File: src/rtl/execute_stage.sv
// LC-3 Execute stage: operand forwarding, ALU, address adder and branch-mask
// generation, with all results registered for the Memory/Writeback stages.
module execute_stage #(
  parameter int WIDTH = 16
) (
  input  logic             clock,
  input  logic             reset,
  input  logic             enable_execute,
  input  logic [5:0]       E_Control,
  input  logic [WIDTH-1:0] IR,
  input  logic [WIDTH-1:0] npc_in,
  input  logic [1:0]       W_Control_in,
  input  logic             Mem_Control_in,
  input  logic [WIDTH-1:0] VSR1,
  input  logic [WIDTH-1:0] VSR2,
  input  logic             bypass_alu_1,
  input  logic             bypass_alu_2,
  input  logic             bypass_mem_1,
  input  logic             bypass_mem_2,
  input  logic [WIDTH-1:0] Mem_Bypass_Val,
  output logic [2:0]       sr1,
  output logic [2:0]       sr2,
  output logic [WIDTH-1:0] aluout,
  output logic [WIDTH-1:0] pcout,
  output logic [WIDTH-1:0] M_Data,
  output logic [2:0]       dr,
  output logic [2:0]       NZP,
  output logic [WIDTH-1:0] IR_Exec,
  output logic [1:0]       W_Control_out,
  output logic             Mem_Control_out
);

  localparam logic [3:0] OP_BR  = 4'b0000;
  localparam logic [3:0] OP_JMP = 4'b1100;

  logic [1:0]       alu_control;
  logic [1:0]       pcselect1;
  logic             pcselect2;
  logic             op2select;
  logic [WIDTH-1:0] val1;
  logic [WIDTH-1:0] val2;
  logic [WIDTH-1:0] op2;
  logic [WIDTH-1:0] offset;
  logic [WIDTH-1:0] base;
  logic [WIDTH-1:0] alu_next;
  logic [WIDTH-1:0] pc_next;
  logic [2:0]       nzp_next;

  assign alu_control = E_Control[5:4];
  assign pcselect1   = E_Control[3:2];
  assign pcselect2   = E_Control[1];
  assign op2select   = E_Control[0];

  // Stores read their source register through the sr2 port.
  assign sr1 = IR[8:6];
  assign sr2 = (IR[13:12] == 2'b11) ? IR[11:9] : IR[2:0];

  always_comb begin
    // ALU forwarding takes priority: it is the more recent producer.
    if (bypass_alu_1)      val1 = aluout;
    else if (bypass_mem_1) val1 = Mem_Bypass_Val;
    else                   val1 = VSR1;

    if (bypass_alu_2)      val2 = aluout;
    else if (bypass_mem_2) val2 = Mem_Bypass_Val;
    else                   val2 = VSR2;

    op2 = op2select ? val2 : {{(WIDTH-5){IR[4]}}, IR[4:0]};

    case (alu_control)
      2'd0:    alu_next = val1 + op2;
      2'd1:    alu_next = val1 & op2;
      2'd2:    alu_next = ~val1;
      default: alu_next = '0;
    endcase

    case (pcselect1)
      2'd0:    offset = {{(WIDTH-11){IR[10]}}, IR[10:0]};
      2'd1:    offset = {{(WIDTH-9){IR[8]}}, IR[8:0]};
      2'd2:    offset = {{(WIDTH-6){IR[5]}}, IR[5:0]};
      default: offset = '0;
    endcase

    base    = pcselect2 ? npc_in : val1;
    pc_next = offset + base;

    if (IR[15:12] == OP_BR)       nzp_next = IR[11:9];
    else if (IR[15:12] == OP_JMP) nzp_next = 3'b111;
    else                          nzp_next = 3'b000;
  end

  always_ff @(posedge clock or posedge reset) begin
    if (reset) begin
      aluout          <= '0;
      pcout           <= '0;
      M_Data          <= '0;
      dr              <= '0;
      NZP             <= '0;
      IR_Exec         <= '0;
      W_Control_out   <= '0;
      Mem_Control_out <= 1'b0;
    end else if (enable_execute) begin
      aluout          <= alu_next;
      pcout           <= pc_next;
      M_Data          <= val2;
      dr              <= IR[11:9];
      NZP             <= nzp_next;
      IR_Exec         <= IR;
      W_Control_out   <= W_Control_in;
      Mem_Control_out <= Mem_Control_in;
    end
  end

endmodule

File: config.mk
export PLATFORM = sky130hd
export DESIGN_NAME = execute_stage
export DESIGN_NICKNAME = d
export VERILOG_FILES = /design/src/rtl/execute_stage.sv
export SDC_FILE = /design/constraint.sdc
export NUM_CORES = 1
export LEC_CHECK = 0
export CORE_MARGIN = 2
export CORE_UTILIZATION = 40
export DETAILED_ROUTE_END_ITERATION = 10
export PLACE_DENSITY_LB_ADDON = 0.05
export SYNTH_ARGS = -nofsm -noshare
export SYNTH_HDL_FRONTEND = slang
export SYNTH_SLANG_ARGS = --single-unit
File: constraint.sdc
create_clock -name clock -period 3.3 [get_ports clock]
set_input_delay 0.495 -clock clock [delete_from_list [all_inputs] [get_ports clock]]
set_output_delay 0.495 -clock clock [all_outputs]
set_load 0.005 [all_outputs]
==> results.cfg <==
[outcome]
status = finished clean

[worst_setup_path]
path_cells = buf_8 > buf_6 > mux2_4 > mux2i_4 > o21ai_1 > ha_1 > nor2b_4 > o21ai_2 > a21oi_2 > o21a_1 > o21ai_2 > a211oi_2 > or3_4 > a21oi_2 > xnor2_1 > mux2_4
rr_startpoint = aluout[0]
endpoint_kind = flip-flop
timing.critical_path.from = bypass_mem_1
crit_fanout = 3
path_buf_inv = 2
cp_data_arrival_time_ns = 3.46
rr_worst_depth = 13
cp.depth = 16
crit_path_max_incr_delay_ns = 0.40
critPathLaunchType = primary input
cpLargestDelayFamily = compound AO/OA/AOI/OAI gates
crit_type = in2reg
cp_slowest_cell = or3_4
worstPathRequired_ns = 3.53

[grt]
grtUsageTotal = 0.2366
gr-total-overflow = 0
grt_max_degree = 39
grt_pass1_wl_um = 27500
antenna_found_initial = 0
grt_pass1_vias = 5774

[placed_design]
port_buffers = 174
dp_hpwl_um = 13580
place_congestion = 0.8454

[layout]
fin_nets = 1016
fin_util = 0.6562
antenna_cells = 0
area_delta_synth_final_pct = 59.77
drive_gt1_frac = 0.2609

[sta]
finalSetupViolations = 0
finalHoldViolCount = 0
maxSlewHeadroom = 0.5168
min_period_ns = 3.227
fmax_mhz = 309.9
tightest_slew_ns = 0.7238
finalClockSkew_ns = 0.005754
drv_slew = 0
fin_crit_sh = 0.9779

[clocking]
cts_made_buffers = 9
cts_max_path_buffers = 2
clk_latency_ns = 0.35
htreeDepth = 3
hold_buffers = 0
clk_pin_slew_ns = 0.06
cts_tree = built
clock-sinks = 70
ctsRootBufferMaster = clkbuf_16

[route]
finalWirelength_um = 17440
routedWlPerCell_um = 16.31
vias = 5585
drc = 0
via_per_inst = 5.225
first_pass_iters = 4
drt_iter0_drc = 222
ant_nets = 0

[floorplanning]
rows = 42
chipHeight_um = 120.6
design.core.area_um2 = 13240
die_area_um2 = 14550
ios = 175
die_x_um = 120.6
start_util = 0.4107

[yosys]
yosysTopAreaCell = dfrtp_1
ys_ff_latch = 70
synth_common_cells = 74 x nand2_1, 70 x dfrtp_1, 53 x o21ai_0
synthCells = 621
ys_types = 57
seq_area_frac_synth = 0.3221
synth_edf_count = 0
async_flop_share = 1.000
avgSynthCellArea_um2 = 8.758
synth.most_common_cell = nand2_1
synth_area_um2 = 5439
synth_fp_nets = 749
synth_area_leaders = dfrtp_1 32%, mux2_2 11%, mux2i_1 7.2%
yosysTopAreaCellShare = 0.3221
synth_warnings = 0
synth_flop_cell = dfrtp_1

[min_path]
hp-start = NZP[0]
worstHoldPathType = reg2reg
worstHoldPathCells = 1

[pwr]
vdd_drop_max_v = 0.0002522
p_per_area_nw_per_um2 = 459.7
totalPowerFinal_w = 0.003995
p_leak_nw = 4.046

[job]
drv_cap = 0
[flip-flops by register name, summed over array words and instances (netlist names)]
| name | flops |
|---|---|
| IR_Exec | 14 |
| M_Data | 16 |
| Mem_Control_out | 1 |
| NZP | 3 |
| W_Control_out | 2 |
| aluout | 16 |
| dr | 2 |
| pcout | 16 |
[metal layers]
metal	vias up	track usage	routed length [um]
li1	2755	-	-
met1	2671	0.2791	7479
met2	135	0.4262	8886
met3	24	0.03821	705
met4	0	0.09448	365
met5	-	0	0
[kinds of logic (layout without fill, tap and decap cells)]
kind of cell,count (synthesis),after routing,synth area share
AND/OR/NAND/NOR,166,166,0.1339
XOR/XNOR,22,22,0.03543
AO/OA/AOI/OAI,169,169,0.1937
flip-flops,70,70,0.3221
multiplexers,92,92,0.1843
adder cells (fa/ha/maj),32,32,0.07499
buffers and inverters,70,342,0.05567
[final timing paths]
path                         endpoint  slack [ns]
max                         pcout[12]        0.07
min                            NZP[0]        0.48
max reg2reg                aluout[12]        0.17
min reg2reg                    NZP[0]        0.48
max in group asynchronous  M_Data[13]        2.00
min in group asynchronous  IR_Exec[0]        0.60
[layout by cell type, fill, tap and decap left out, types with 12 or more instances in the layout]
cell type        netlist  final
a21oi_1               51     44
nor2_1                44     44
mux2_2                51     48
mux2i_1               39     38
ha_1                  31     26
nand2_1               74     74
buf_4                  6    115
xnor2_1               13     12
clkdlybuf4s50_1        0    154
dfrtp_1               70     70
dlymetal6s2s_1         0     14
inv_1                 31     27
o21ai_0               53     44
[report_power, final]
group / leakage [nW] / total [W] / internal [W] / switching, W
clock network: 0.162 / 0.00115 / 0.000741 / 0.000410
logic: 3.05 / 0.00174 / 0.00101 / 0.000727
registers: 0.834 / 0.00111 / 0.00101 / 0.0000997
[layout make-up]
cell class | count | area (um^2)
fill | 1163 | 4553
multi-input combinational | 481 | 3556
sequential | 70 | 1752
clock buffer | 9 | 225.2
inverter | 31 | 116.4
clock inverter | 7 | 122.6
tap | 176 | 220.2
timing repair buffer | 295 | 2698
[worst reg2reg max path, stage by stage, from the launching register on]
cell and delay (ns):
dfrtp_1 0.41, nand2_1 0.09, o21ai_2 0.07, mux2_4 0.28
ha_4 0.17, ha_4 0.15, a2111o_1 0.37, o311a_4 0.14
a31o_1 0.24, a41o_1 0.26, o41a_1 0.44, a21oi_2 0.16
xor2_1 0.15, o22ai_1 0.08
[repair_timing]
action | in CTS | in global routing
hold endpoints to repair | 0 | 0
gates resized for setup | 11 | 67
pin swaps | 3 | 40
buffers inserted | 2 | 15
setup endpoints to repair | 14 | 12
gates cloned | 1 | 0
[stage by stage]
stage | TNS (ns) | setup WS [ns] | cells | hold WS, ns | area [um^2]
floorplan | -0.01245 | -0.01245 | 621 | 0.4699 | 5510
global placement | -7.770 | -0.6380 | 1035 | 0.4650 | 8016
detailed placement | -8.639 | -0.6941 | 1035 | 0.4731 | 8016
CTS | -0.03881 | -0.03881 | 1054 | 0.4903 | 8388
global route | -0.07666 | -0.03978 | 1069 | 0.5055 | 8690
finish | 0 | 0.07298 | 1069 | 0.4824 | 8690
(Power assumes the default switching activity.)
